===== src/rtl/draw_layers.sv =====
// N-layer priority pixel compositor with a frame-counted screen-flash effect.
// Two registered stages: layer select, then blanking and flash substitution.
module draw_layers #(
    parameter int NLAYERS      = 4,
    parameter int CW           = 3,
    parameter int FLASH_PERIOD = 8,
    parameter int FLASH_BLINKS = 3,
    localparam int IDW         = (NLAYERS > 1) ? $clog2(NLAYERS) : 1
) (
    input  logic                      clock,
    input  logic                      reset,
    input  logic                      visible,
    input  logic                      frame_start,
    input  logic [NLAYERS-1:0]        layer_en,
    input  logic [NLAYERS*(CW+1)-1:0] in_layers,
    input  logic [CW-1:0]             bg_color,
    input  logic                      flash_req,
    input  logic [CW-1:0]             flash_color,
    output logic [CW-1:0]             o_rgb,
    output logic                      o_hit,
    output logic [IDW-1:0]            o_layer_id,
    output logic                      flash_active
);

    localparam int FCW = $clog2(FLASH_PERIOD + 1);
    localparam int BCW = $clog2(FLASH_BLINKS + 1);
    localparam logic [FCW-1:0] CNT_LAST = FCW'(FLASH_PERIOD - 1);
    localparam logic [BCW-1:0] BL_INIT  = BCW'(FLASH_BLINKS - 1);

    typedef enum logic [1:0] {
        ST_IDLE = 2'd0,
        ST_ON   = 2'd1,
        ST_OFF  = 2'd2
    } state_t;

    logic [CW-1:0]  w_color;
    logic           w_hit;
    logic [IDW-1:0] w_id;
    logic [CW-1:0]  r_s1_color;
    logic           r_s1_hit;
    logic [IDW-1:0] r_s1_id;
    logic           r_s1_vis;

    state_t         r_state;
    state_t         w_state_nxt;
    logic [FCW-1:0] r_frame_cnt;
    logic [FCW-1:0] w_frame_cnt_nxt;
    logic [BCW-1:0] r_blinks_left;
    logic [BCW-1:0] w_blinks_nxt;

    // Priority select: scan from lowest priority upward so layer 0 overrides last.
    always_comb begin
        w_hit   = 1'b0;
        w_id    = '0;
        w_color = bg_color;
        for (int i = NLAYERS - 1; i >= 0; i--) begin
            w_color = (in_layers[i*(CW+1)+CW] && layer_en[i]) ? in_layers[i*(CW+1) +: CW] : w_color;
            w_id    = (in_layers[i*(CW+1)+CW] && layer_en[i]) ? IDW'(i) : w_id;
            w_hit   = (in_layers[i*(CW+1)+CW] && layer_en[i]) ? 1'b1 : w_hit;
        end
    end

    // Stage 1 register: winning layer colour, hit flag, index and visibility.
    always_ff @(posedge clock) begin
        if (reset) begin
            r_s1_color <= '0;
            r_s1_hit   <= 1'b0;
            r_s1_id    <= '0;
            r_s1_vis   <= 1'b0;
        end else begin
            r_s1_color <= w_color;
            r_s1_hit   <= w_hit;
            r_s1_id    <= w_id;
            r_s1_vis   <= visible;
        end
    end

    // Flash sequencer next state; a request always restarts at the first ON frame.
    always_comb begin
        w_state_nxt     = r_state;
        w_frame_cnt_nxt = r_frame_cnt;
        w_blinks_nxt    = r_blinks_left;
        if (flash_req) begin
            w_state_nxt     = ST_ON;
            w_frame_cnt_nxt = '0;
            w_blinks_nxt    = BL_INIT;
        end else if (frame_start) begin
            case (r_state)
                ST_ON: begin
                    if (r_frame_cnt == CNT_LAST) begin
                        w_frame_cnt_nxt = '0;
                        w_state_nxt     = (r_blinks_left == '0) ? ST_IDLE : ST_OFF;
                    end else begin
                        w_frame_cnt_nxt = r_frame_cnt + FCW'(1);
                    end
                end
                ST_OFF: begin
                    if (r_frame_cnt == CNT_LAST) begin
                        w_frame_cnt_nxt = '0;
                        w_blinks_nxt    = r_blinks_left - BCW'(1);
                        w_state_nxt     = ST_ON;
                    end else begin
                        w_frame_cnt_nxt = r_frame_cnt + FCW'(1);
                    end
                end
                ST_IDLE: begin
                    w_state_nxt = ST_IDLE;
                end
                default: begin
                    w_state_nxt     = ST_IDLE;
                    w_frame_cnt_nxt = '0;
                    w_blinks_nxt    = '0;
                end
            endcase
        end else begin
            w_state_nxt = r_state;
        end
    end

    // Flash sequencer state, counters and the active flag that mirrors the state.
    always_ff @(posedge clock) begin
        if (reset) begin
            r_state       <= ST_IDLE;
            r_frame_cnt   <= '0;
            r_blinks_left <= '0;
            flash_active  <= 1'b0;
        end else begin
            r_state       <= w_state_nxt;
            r_frame_cnt   <= w_frame_cnt_nxt;
            r_blinks_left <= w_blinks_nxt;
            flash_active  <= (w_state_nxt != ST_IDLE);
        end
    end

    // Stage 2: blank outside the active area, otherwise overlay the flash colour.
    always_ff @(posedge clock) begin
        if (reset) begin
            o_rgb      <= '0;
            o_hit      <= 1'b0;
            o_layer_id <= '0;
        end else if (!r_s1_vis) begin
            o_rgb      <= '0;
            o_hit      <= 1'b0;
            o_layer_id <= '0;
        end else begin
            o_rgb      <= (r_state == ST_ON) ? flash_color : r_s1_color;
            o_hit      <= r_s1_hit;
            o_layer_id <= r_s1_id;
        end
    end

endmodule


===== config.mk =====
export PLATFORM = sky130hd
export DESIGN_NAME = draw_layers
export DESIGN_NICKNAME = d
export VERILOG_FILES = /design/src/rtl/draw_layers.sv
export SDC_FILE = /design/constraint.sdc
export NUM_CORES = 1
export LEC_CHECK = 0
export ABC_AREA = 1
export CAP_MARGIN = 20
export CELL_PAD_IN_SITES_DETAIL_PLACEMENT = 1
export CELL_PAD_IN_SITES_GLOBAL_PLACEMENT = 2
export CORE_MARGIN = 3
export CORE_UTILIZATION = 24
export DETAILED_ROUTE_END_ITERATION = 10
export GPL_TIMING_DRIVEN = 0
export PLACE_DENSITY = 0.86
export SLEW_MARGIN = 20
export SYNTH_ARGS = -nofsm -noshare
export SYNTH_HDL_FRONTEND = slang
export SYNTH_SLANG_ARGS = --single-unit

===== constraint.sdc =====
create_clock -name clock -period 3.9 [get_ports clock]
set_input_delay 0.78 -clock clock [delete_from_list [all_inputs] [get_ports clock]]
set_output_delay 0.78 -clock clock [all_outputs]
set_load 0.02 [all_outputs]

; ---- Word-level counts from Yosys, hierarchy flattened
; Cells that the tools add are included.
[totals]
output_inout_bits = 7
elab_cells = 65
reg_bits = 22
inputBits = 31
[op_classes]
reduce_logical = 17
mux = 24
eq_ne = 6
n_bitwise = 3
add_sub_neg = 2
[op_table]
columns = cell, n
row1 = 2-to-1 mux 2 bit, 10
row2 = 2-to-1 mux 3 bit, 5
row3 = OR reduction 2 bit, 5
row4 = case mux 2 bit (2 select lines), 2
row5 = case mux 4 bit (2 select lines), 1
row6 = AND reduction 3 bit, 2
row7 = 2-to-1 mux 1 bit, 5
row8 = adder 4 x 1 -> 4 bit (second input constant), 1
row9 = equality test 4 x 3 -> 1 bit (second input constant), 1
row10 = logical AND 1 bit, 4
row11 = logical NOT 2 bit, 2
row12 = 2-to-1 mux 4 bit, 1
row13 = nonzero test 2 bit, 2
row14 = inequality test 3 bit (second input constant), 1
row15 = NOT 1 bit, 3
row16 = OR reduction 3 bit, 1
row17 = equality test 2 x 1 -> 1 bit (second input constant), 1
row18 = equality test 2 bit (second input constant), 1
row19 = inequality test 2 x 1 -> 1 bit (second input constant), 1
row20 = inequality test 2 bit (second input constant), 1
row21 = AND reduction 2 bit, 1
row22 = subtractor 2 x 1 -> 2 bit (second input constant), 1

; ---- Logic depth before layout (Yosys ltp)
; Gate-level depths: netlist of the first run.
[depth]
ltp_word = 7
ltp_mapped = 11
depth_no_buf = 10

; ---- Worst setup path before layout of the first run
; OpenSTA, ideal clock, no wires.
[synth_timing]
path_type = input-to-reg
start = input port frame_start
end = register r_blinks_left[1]
slack_ps = 2523
path_buffers = 0
setup_time_ps = 120
t_arrival_ps = 1258
path_stages = 5
required_time_ps = 3780
cell_sequence = nand2_2 -> nor2_1 -> o21ai_2 -> a21oi_1 -> a21oi_1
[synth_between]
elab_chain_cells = 2
[synth_rtl]
columns = element, line
row1 = start: declaration, 13  ; input logic frame_start,
row2 = nonzero test 2 bit (no source line), --
row3 = AND reduction 3 bit (no source line), --
row4 = end signal: assignment, 130  ; r_blinks_left <= w_blinks_nxt;
row5 = end: declaration, 48  ; logic [BCW-1:0] r_blinks_left;
; Every way passes these cells.
; A chain may end at the register's enable or synchronous reset.

; ---- Final worst setup path of the first run
[layout_timing]
start = register o_rgb[2]
end = output port o_rgb[2]
[layout_rtl]
columns = element, line
row1 = start: declaration, 19  ; output logic [CW-1:0] o_rgb,
row2 = start signal: assignment, 146  ; o_rgb <= (r_state == ST_ON) ? flash_color : r_s1_color;
; No word-level cell between the ends.

==> reports/metrics.yaml, run 1 <==
run_status: "finished, final reports clean"
p_leak_uw: 0.000667
std_cell_rows: 23
period_minus_slack_ns: 1.96
clockBufferDepth: 2
placeableCoreArea_sq_mm: 0.00406
final_antenna_net_count: 0
numPortBuffers: 37
worstSetupPathType: "reg -> out"
tritoncts.num_buffers: 3
max_slew.worst_pin.slew_ns: 0.267
total_of_max_cap_violations: 0
drt-wirelength-per-cell_microns: 11.3
rsz0062_at_grt: "no"
post_route_cells_drive_above_1_share_pct: 5.91
clk_latency_ns: 0.26
totalNegativeSetupSlack_ns: 0
ys_warn_count: 0
synthesis.nets: 181
tritoncts: "built"
crit_buf_inv: 1
post_cts.resized_instances: 0
period_share_pct: 50.2
area_delta_synth_final_pct: 49.3
synth_adder_area_share_pct: 6.11
timing_max_transition_violations_final: 0
synthesis.area_sq_mm: 0.00102
place.detailed.hpwl_microns: 2240
worst_setup_path_start_kind: "register"
dpl_worst_slack_ns: 1.83
path_delay_family: "buffers and inverters"
vias_post_dr: 1028
grt_pass1_vias: 1122
syn_inst: 145
crit_path_max_fo: 1
tritoncts_num_sinks: 22
layout.core_utilization_pct: 37.7
critical_path.endpoint_type: "output port"
path_clk_slew_ns: 0.09
ir_drop_mv: 0.139
slew_headroom_pct: 82.1
critical_path_slowest_stage_cell: "clkdlybuf4s50_1"
io-pin-count: 38
hold_violations_final: 0
drt_first_iter_violations: 30
place.gp.congestion: 0.780
synth.ff_latch_count: 22
layout_setup_ws_ns: 1.94
post_synth_main_area_contributors: "dfxtp_1 43%, nand2_1 13%, inv_1 9.5%"
die_x_microns: 71.3
post_layout_nonfiller_instances: 236
critPathMaxStageDelay_ns: 0.60
antenna_found_initial: 0
timing_limited_maximum_frequency_ghz: 0.511
grt_start_max_net_pins: 14
power.density_mw_per_mm2: 349
clock-root-buffer: "clkbuf_8"
wire_length_of_the_first_global_routing_pass_microns: 4750
final_common_cell: "clkdlybuf4s50_1"
arrival_time_worst_endpoint_ns: 1.18
global_route.overflow_total: 0
wirelength_microns: 2680
detail_route.drc_violations: 0
ctsHoldBuffers: 0
dr.pass1.iters: 4
holdCritStartpoint: "r_s1_id[1]"
yosys.cell_types.count: 21
finish.net_count: 223
cells_traversed_along_the_worst_timing_path: "clkdlybuf4s50_1"
post-synth-top-area-fraction_pct: 43.0
final_cell_mix: "37 x clkdlybuf4s50_1, 35 x nand2_1, 26 x inv_1"
antenna-diode-count: 0
syn_area_per_cell_sq_um: 7.06
critPathRequiredTime_ns: 3.12
total_power_uw: 533
numPlacedInstances: 232
start_util_pct: 25.2
post_cts.repair.setup_buffers: 0
synthSimpleGateAreaFrac_pct: 24.8
final-setup-viol-count: 0
yosys.area.top_type: "dfxtp_1"
grt_use_total_pct: 11.4
worst_hold_path_type: "reg -> reg"
cts-htree-levels: 1
synth_compound_gate_area_share_pct: 14.8
synth_xor_area_share_pct: 0.856
proportion_of_synthesized_chip_area_in_sequential_cells_pct: 43.0
die_boundary_height_microns: 71.3
fin_worst_skew_ns: 0.00710
fp.dieArea_sq_mm: 0.00508
regToRegStartpoint: "r_state[1]"
detail_route.vias_per_cell: 4.36
timing.critical_path.from: "o_rgb[2]"
multiplexer_fraction_of_the_synthesized_cell_area_pct: 0
combinational_family_with_the_most_area_after_synthesis: "simple AND/OR/NAND/NOR gates"
[synth_stat cells]
cell type / instances
buf_2: 1
a21oi_2: 1
nand2_1: 35
nand2_2: 1
xnor2_1: 1
a31oi_1: 1
nor3_1: 2
nor2_2: 1
o21ai_1: 3
nor2_1: 13
o21ai_2: 1
nand4_1: 1
nand3_1: 7
inv_2: 1
o21ai_0: 7
nand3_2: 1
dfxtp_1: 22
a21oi_1: 14
o211ai_1: 1
inv_1: 26
ha_1: 5
[worst paths after layout]
check	to	cells after the start	slack, ns
worst min register to register	o_layer_id[1]	2	0.42
worst max register to register	r_blinks_left[0]	7	2.49
worst min-delay path	o_layer_id[1]	2	0.42
worst max-delay path	o_rgb[2]	1	1.94
[sequential cells by signal, summed over array words and instances, names as in the netlist]
| signal | count |
|---|---|
| flash_active | 1 |
| o_hit | 1 |
| o_layer_id | 2 |
| o_rgb | 3 |
| r_blinks_left | 2 |
| r_frame_cnt | 4 |
| r_s1_color | 3 |
| r_s1_hit | 1 |
| r_s1_id | 2 |
| r_s1_vis | 1 |
| r_state | 2 |
[layer usage]
layer	track usage (%)	share of wire, %	vias up
met1	12.9	41	463
li1	-	-	535
met3	2.81	4.3	2
met2	20.9	53	28
met5	0	0	-
met4	3.55	1.1	0
[through the flow]
step | hold slack, ns | area (sq um)
finish | 0.415 | 1530
CTS | 0.419 | 1530
floorplan | 0.394 | 1020
detailed placement | 0.405 | 1460
global route | 0.433 | 1530
global placement | 0.395 | 1460
[cells by family after synthesis]
family	Yosys count
AO/OA/AOI/OAI	28
AND/OR/NAND/NOR	61
adder cells (fa/ha/maj)	5
XOR/XNOR	1
flip-flops	22
buffers and inverters	28
[power breakdown]
part / total [uW] / internal [uW] / switching, uW / leakage [uW]
logic: 82.2 / 43.9 / 38.3 / 0.000451
registers: 237 / 234 / 3.02 / 0.000180
clock network: 213 / 137 / 76.1 / 0.0000357
[area by class of cell]
class,instances,area [sq um]
plain buffers,1,5.00
well taps,50,62.6
repair buffers,37,370
clock buffers,3,41.3
inverters,27,101
flip-flops and latches,22,440
fillers,495,2530
clock inverters,1,30.0
multi-input cells,95,477
No activity file was read; power rests on OpenSTA's default activity.
==> inputs of run 2 (changes only) <==
- CORE_UTILIZATION: 24 -> 22
- PLACE_DENSITY: 0.86 -> 0.8
- clock period: 3.9 -> 1.9 ns (I/O delays scaled with it)
==> reports/metrics.yaml, run 2 (synthesis gave the netlist of run 1 again) <==
run_status: "finished, final reports clean"
antenna-diode-count: 0
period_minus_slack_ns: 1.56
numPortBuffers: 37
tritoncts_num_sinks: 22
worst_setup_path_start_kind: "register"
proportion_of_power_drawn_by_flip_flops_and_latches_pct: 44.8
clockBufferDepth: 2
clock-root-buffer: "clkbuf_8"
post_route_cells_drive_above_1_share_pct: 5.91
finish.net_count: 223
timing_max_transition_violations_final: 0
detail_route.drc_violations: 0
detail_route.vias_per_cell: 4.18
tritoncts.num_buffers: 3
die_x_microns: 74.2
antenna_found_initial: 0
dpl_worst_slack_ns: 0.195
wire_length_of_the_first_global_routing_pass_microns: 4580
critPathMaxStageDelay_ns: 0.60
area_delta_synth_final_pct: 49.5
post_dp_cell_area_sq_mm: 0.00146
critPathRequiredTime_ns: 1.52
final-setup-viol-count: 0
fin_hold_ws_ns: 0.415
critical_path_slowest_stage_cell: "clkdlybuf4s50_1"
total_of_max_cap_violations: 0
p_switching_uw: 235
final_cell_mix: "37 x clkdlybuf4s50_1, 35 x nand2_1, 26 x inv_1"
pwr-share-clk_pct: 39.8
path_delay_family: "buffers and inverters"
hold_violations_final: 0
largest-register: "r_frame_cnt"
rsz0062_at_grt: "no"
timing_limited_maximum_frequency_ghz: 0.642
wirelength_microns: 2670
ctsHoldBuffers: 0
final_antenna_net_count: 0
place.gp.congestion: 0.764
post_cts.repair.setup_buffers: 0
tritoncts: "built"
clk_latency_ns: 0.26
power.density_mw_per_mm2: 711
period_share_pct: 82.0
vias_post_dr: 996
path_clk_slew_ns: 0.08
place.detailed.hpwl_microns: 2250
grt_use_total_pct: 10.5
drt-wirelength-per-cell_microns: 11.2
post_cts.resized_instances: 0
die_boundary_height_microns: 74.2
worst_hold_path_type: "reg -> reg"
layout_setup_ws_ns: 0.342
ir_drop_mv: 0.295
io-pin-count: 38
cells_traversed_along_the_worst_timing_path: "clkdlybuf4s50_1"
cts-htree-levels: 1
drt_first_iter_violations: 13
crit_path_max_fo: 1
layout.core_utilization_pct: 34.7
worstSetupPathType: "reg -> out"
p_leak_uw: 0.000667
grt_pass1_vias: 1095
max_slew.worst_pin.slew_ns: 0.248
placeableCoreArea_sq_mm: 0.00441
post-route-cell-area_sq_mm: 0.00153
final_common_cell: "clkdlybuf4s50_1"
critical_path.endpoint_type: "output port"
dr.pass1.iters: 4
arrival_time_worst_endpoint_ns: 1.18
internal-power_uw: 852
top_regs: "r_frame_cnt x4, o_rgb x3, r_s1_color x3"
largest_reg_flops: 4
share_comb_of_total_power_pct: 15.3
grt_start_max_net_pins: 14
fin_worst_skew_ns: 0.00614
slew_headroom_pct: 83.4
crit_buf_inv: 1
fp.dieArea_sq_mm: 0.00551
sw_frac_of_total_pct: 21.6
start_util_pct: 23.2
global_route.overflow_total: 0
std_cell_rows: 24
totalNegativeSetupSlack_ns: 0
-- run 2: worst min-delay path, cell delays in order, from the launching register on --
cell and delay (ns):
dfxtp_1 0.30, inv_1 0.04, nor2_1 0.04
-- run 2: area by class of cell --
class	instances	area (sq um)
Clock inverter	1	30.0
Clock buffer	3	41.3
Tap cell	52	65.1
Sequential cell	22	440
Fill cell	539	2880
Inverter	27	101
Multi-Input combinational cell	95	477
Timing Repair Buffer	37	370
Buffer	1	5.00
-- run 2: power by group through the flow --
| stage | sequential, uW | combinational, uW | clock, uW |
|---|---|---|---|
| 2_1_floorplan | 503 | 70.3 | 0 |
| 3_3_place_gp | 498 | 166 | 0 |
| 3_5_place_dp | 499 | 170 | 0 |
| 4_1_cts | 488 | 170 | 454 |
| 5_1_grt | 490 | 189 | 475 |
| 6_report | 488 | 167 | 433 |
-- run 2: per-layer routing --
metal  up-vias  share of wire [%]  track usage (%)  wire, microns
li1        535                  -                -              -
met2        29                 49             18.4           1320
met1       430                 45             12.8           1200
met3         2                4.7             2.16            125
met4         0               0.94             3.62             25
met5         -                  0                0              0
-- run 2: metrics by stage --
step,power [uW],instances
after floorplan,573,145
after global placement,663,234
after detailed placement,669,234
after CTS,1110,238
after global routing,1150,238
final,1090,238
-- run 2: path summary, 6_finish.rpt --
| kind | slack (ns) | to | start | cells after the start |
|---|---|---|---|---|
| worst max register to register | 0.45 | r_blinks_left[0] | r_state[1] | 7 |
| worst min register to register | 0.41 | o_layer_id[1] | r_s1_id[1] | 2 |
| worst min-delay path | 0.41 | o_layer_id[1] | r_s1_id[1] | 2 |
| worst max-delay path | 0.34 | o_rgb[1] | o_rgb[1] | 1 |
==> inputs of run 3 (changes only) <==
- clock period: 1.9 -> 1.5 ns (I/O delays scaled with it)
==> reports/metrics.yaml, run 3 (synthesis gave the netlist of run 1 again) <==
drt-wirelength-per-cell_microns: 11.2
worst-r2r-cell-count: 8
finish.net_count: 223
drt_first_iter_violations: 14
critPathMaxStageDelay_ns: 0.59
detail_route.vias_per_cell: 4.17
period_minus_slack_ns: 1.46
max_slew.worst_pin.slew_ns: 0.248
multi_input_comb_area_sq_um: 492
largest_reg_flops: 4
clockBufferDepth: 2
wire_length_of_the_first_global_routing_pass_microns: 4580
post_dp_cell_area_sq_mm: 0.00146
total_of_max_cap_violations: 0
run_status: "finished, final reports clean"
clk_latency_ns: 0.26
hold_violations_final: 0
reg2reg_slack_ns: 0.15
crit_buf_inv: 1
post_cts.repair.setup_buffers: 0
ctsHoldBuffers: 0
post-route-cell-area_sq_mm: 0.00156
detail_route.drc_violations: 0
crit_end: "o_layer_id[0]"
fp.dieArea_sq_mm: 0.00551
top_regs: "r_frame_cnt x4, o_rgb x3, r_s1_color x3"
post_route_cells_drive_above_1_share_pct: 8.06
post_cts.resized_instances: 1
timing.critical_path.from: "o_layer_id[0]"
crit_path_max_fo: 1
area_delta_synth_final_pct: 52.4
worst_hold_path_type: "reg -> reg"
ir_drop_mv: 0.373
critical_path_cell_count: 1
totalNegativeSetupSlack_ns: 0
final-setup-viol-count: 0
arrival_time_worst_endpoint_ns: 1.16
layout_setup_ws_ns: 0.0417
fin_worst_skew_ns: 0.00614
start_util_pct: 23.2
cells_traversed_along_the_worst_timing_path: "clkdlybuf4s50_1"
antenna-diode-count: 0
worstSetupPathType: "reg -> out"
critPathRequiredTime_ns: 1.20
vias_post_dr: 993
wirelength_microns: 2670
period_share_pct: 97.2
tritoncts: "built"
slew_headroom_pct: 83.4
grt_start_max_net_pins: 14
antenna_found_initial: 0
final_common_cell: "nand2_1"
largest-register: "r_frame_cnt"
grt_pass1_vias: 1095
place.detailed.hpwl_microns: 2250
numPortBuffers: 37
rsz0062_at_grt: "yes"
tritoncts_num_sinks: 22
final_antenna_net_count: 0
fill_cells: 539
worst_setup_path_start_kind: "register"
regToRegStartpoint: "r_state[0]"
path_delay_family: "buffers and inverters"
die_x_microns: 74.2
placeableCoreArea_sq_mm: 0.00441
global_route.overflow_total: 0
critical_path_slowest_stage_cell: "clkdlybuf4s50_1"
final_cell_mix: "35 x nand2_1, 31 x clkdlybuf4s50_1, 25 x inv_1"
path_clk_slew_ns: 0.08
dpl_worst_slack_ns: -0.125
p_leak_uw: 0.000758
critical_path.endpoint_type: "output port"
io-pin-count: 38
fin_hold_ws_ns: 0.415
cts-htree-levels: 1
grt_use_total_pct: 10.5
timing_limited_maximum_frequency_ghz: 0.686
timing_max_transition_violations_final: 0
power.density_mw_per_mm2: 885
clock-root-buffer: "clkbuf_8"
place.gp.congestion: 0.764
critical_path.reg2reg.endpoint: "r_frame_cnt[3]"
std_cell_rows: 24
sequential_cell_area_sq_um: 442
die_boundary_height_microns: 74.2
dr.pass1.iters: 4
tritoncts.num_buffers: 3
-- run 3: cell count changes in the layout (fill, tap and decap cells not counted) --
cell,previous run,this run
buf_2,1,0
clkbuf_4,0,1
clkdlybuf4s50_1,37,31
dfxtp_1,22,21
dfxtp_2,0,1
dlygate4sd2_1,0,1
dlymetal6s2s_1,0,5
ha_1,5,4
ha_4,0,1
inv_1,26,25
inv_2,1,2
nor2_1,13,12
nor2_2,1,2
-- run 3: stage by stage --
stage               instances  utilization (%)  power [uW]
global route              238             35.3        1470
floorplan                 145                -         726
global placement          234             33.0         840
CTS                       238             34.6        1410
detailed placement        234             33.0         847
finish                    238             35.3        1380
-- run 3: final cells by class --
cell class	instances	area share, %
timing repair buffer	37	24.5
tap	52	4.17
multi-input combinational	95	31.5
clock buffer	3	2.65
inverter	27	6.50
buffer	1	0.481
sequential	22	28.3
clock inverter	1	1.92
-- run 3: how the worst min path moves through the flow --
stage / depth (start not counted) / startpoint / endpoint / slack [ns]
after floorplan: 1 / reset / r_blinks_left[1] / 0.37
after global placement: 2 / r_s1_id[0] / o_layer_id[0] / 0.40
after detailed placement: 2 / r_s1_id[1] / o_layer_id[1] / 0.41
after CTS: 2 / r_s1_id[1] / o_layer_id[1] / 0.42
after global routing: 2 / r_s1_id[0] / o_layer_id[0] / 0.44
final: 2 / r_s1_id[1] / o_layer_id[1] / 0.41
-- run 3: worst register-to-register path: cells and delay by family (launching register included) --
| kind | cells | cell delay, ns |
|---|---|---|
| buffers and inverters | 2 | 0.15 |
| adder cells (fa/ha/maj) | 1 | 0.29 |
| AND/OR/NAND/NOR | 2 | 0.20 |
| flip-flops | 1 | 0.34 |
| AO/OA/AOI/OAI | 3 | 0.32 |
-- run 3: power by group --
group | internal (uW) | total, uW | switching [uW]
Combinational | 116 | 215 | 99.0
Sequential | 609 | 618 | 8.45
Clock | 356 | 548 | 192
-- run 3: metal layers --
layer	GRT usage (%)	part of all wire [%]
met1	12.8	45
met2	18.4	49
met3	2.16	4.8
met4	3.62	0.94
met5	0	0
==> edit, RTL diff (config.mk and constraints of run 3) <==
The parameter `FLASH_PERIOD` goes from 8 to 16.
--- a/src/rtl/draw_layers.sv
+++ b/src/rtl/draw_layers.sv
@@ -5,3 +5,3 @@
     parameter int CW           = 3,
-    parameter int FLASH_PERIOD = 8,
+    parameter int FLASH_PERIOD = 16,
     parameter int FLASH_BLINKS = 3,
Function: no difference found for any inputs over 10 cycles, from zero or initial values and one cycle with reset high; that may be too few to reach the edited logic, so the function may still have changed.
==> edit against run 3 <==
Sequential cell count rose by 1; clock skew fell by 0.0030 ns; power fell by 9.0%; synthesized area rose by 7.5%; worst setup slack improved by 0.051 ns; design area rose by 4.6%; first-iteration DRC count rose by 120%; routed wire length rose by 6.1%; count of clock-buffer cells in the layout did not move; highest routed layer unchanged.
==> edit: results (changes against run 3) <==
[final_layout]
sh_seq_area_pct=28.5  ; +0.14 points
layout-drive-gt1-share_pct=13.7  ; +5.6 points
final-clk-cell-share_pct=2.84  ; -1.7 points
n_fill_cell=588  ; +9.1%
buf_share_pct=23.8  ; -1.2 points

[global_routing]
grt_pass1_vias=1062  ; -3.0%
met3_usage_pct=2.00  ; -0.17 points
grt_use_met2_pct=15.9  ; -2.6 points

[synthesis]
synthTopCellsByCount=34 x nand2_1, 23 x dfxtp_1, 22 x inv_1
synth_cell_types=25  ; +19%
synth_xor_area_share_pct=0  ; -0.86 points
syn_nets=185  ; +2.2%
synth_area_leaders=dfxtp_1 42%, nand2_1 12%, inv_1 7.5%
synth_fa_ha_area_share_pct=5.69  ; -0.42 points
synthCells=149  ; +2.8%

[route]
dr_wl_met2_microns=1340  ; +1.8%
wl_met3_microns=138  ; +7.8%
post_drt_wl_per_cell_microns=11.0  ; -1.7%
drt-met1-wl_microns=1320  ; +10%
drt_iter0_drc=31  ; +17

[outcome]
outcome=finished clean

[min_path]
hold_path_end=o_layer_id[0]$_SDFF_PP0_

[pwr]
leakage_nw=0.763  ; +0.71%
ir_worst_vdd_mv=0.256  ; -31%
power_density_nw_per_um2=771  ; -13%

[critical_path]
r2r_cells=9  ; +1
worst_path_max_delay_cell=dfxtp_2
slowest_delay_ns=0.36  ; -0.23 ns
cp_max_fo=8  ; +7
worstReg2RegEnd=flash_active$_SDFF_PP0_

[sta]
skew_ns=0.00315  ; -0.00299 ns
worst_slew_pin_slew_ns=0.291  ; +0.0435 ns
period_needed_ns=1.41  ; -0.0508 ns

[floorplan]
row_count=25  ; +4.2%

[placed_design]
dp_slack_ns=-0.195  ; -0.0698 ns
dpl_cell_area_sq_um=1550  ; +6.5%
routabilityCongestion=0.738  ; -3.4%

[cts]
cts_sinks=23  ; +4.5%

==> edit: cell count changes in the layout (fill, tap and decap cells not counted), moves of 2 or more <==
| cell | delta |
|---|---|
| dfxtp_2 | +2 |
| nor2_1 | -4 |
| inv_2 | +2 |
| nor2_4 | +3 |
| o21ai_0 | +4 |
| a211oi_1 | +2 |
| inv_1 | -4 |
| a21oi_1 | -3 |
| nor2_2 | +3 |
| o21ai_1 | -2 |
==> edit: power breakdown <==
| part | switching [mW] | internal, mW |
|---|---|---|
| sequential | 0.00913 | 0.636 |
| combinational | 0.108 | 0.121 |
| clock | 0.198 | 0.185 |
| total | 0.315 | 0.942 |
==> edit: metrics by stage <==
| stage | TNS, ns | hold slack (ns) |
|---|---|---|
| 4_1_cts | 0 | 0.416 |
| 2_1_floorplan | 0 | 0.369 |
| 6_report | 0 | 0.414 |
| 3_3_place_gp | -1.36 | 0.397 |
| 5_1_grt | 0 | 0.430 |
| 3_5_place_dp | -1.44 | 0.404 |
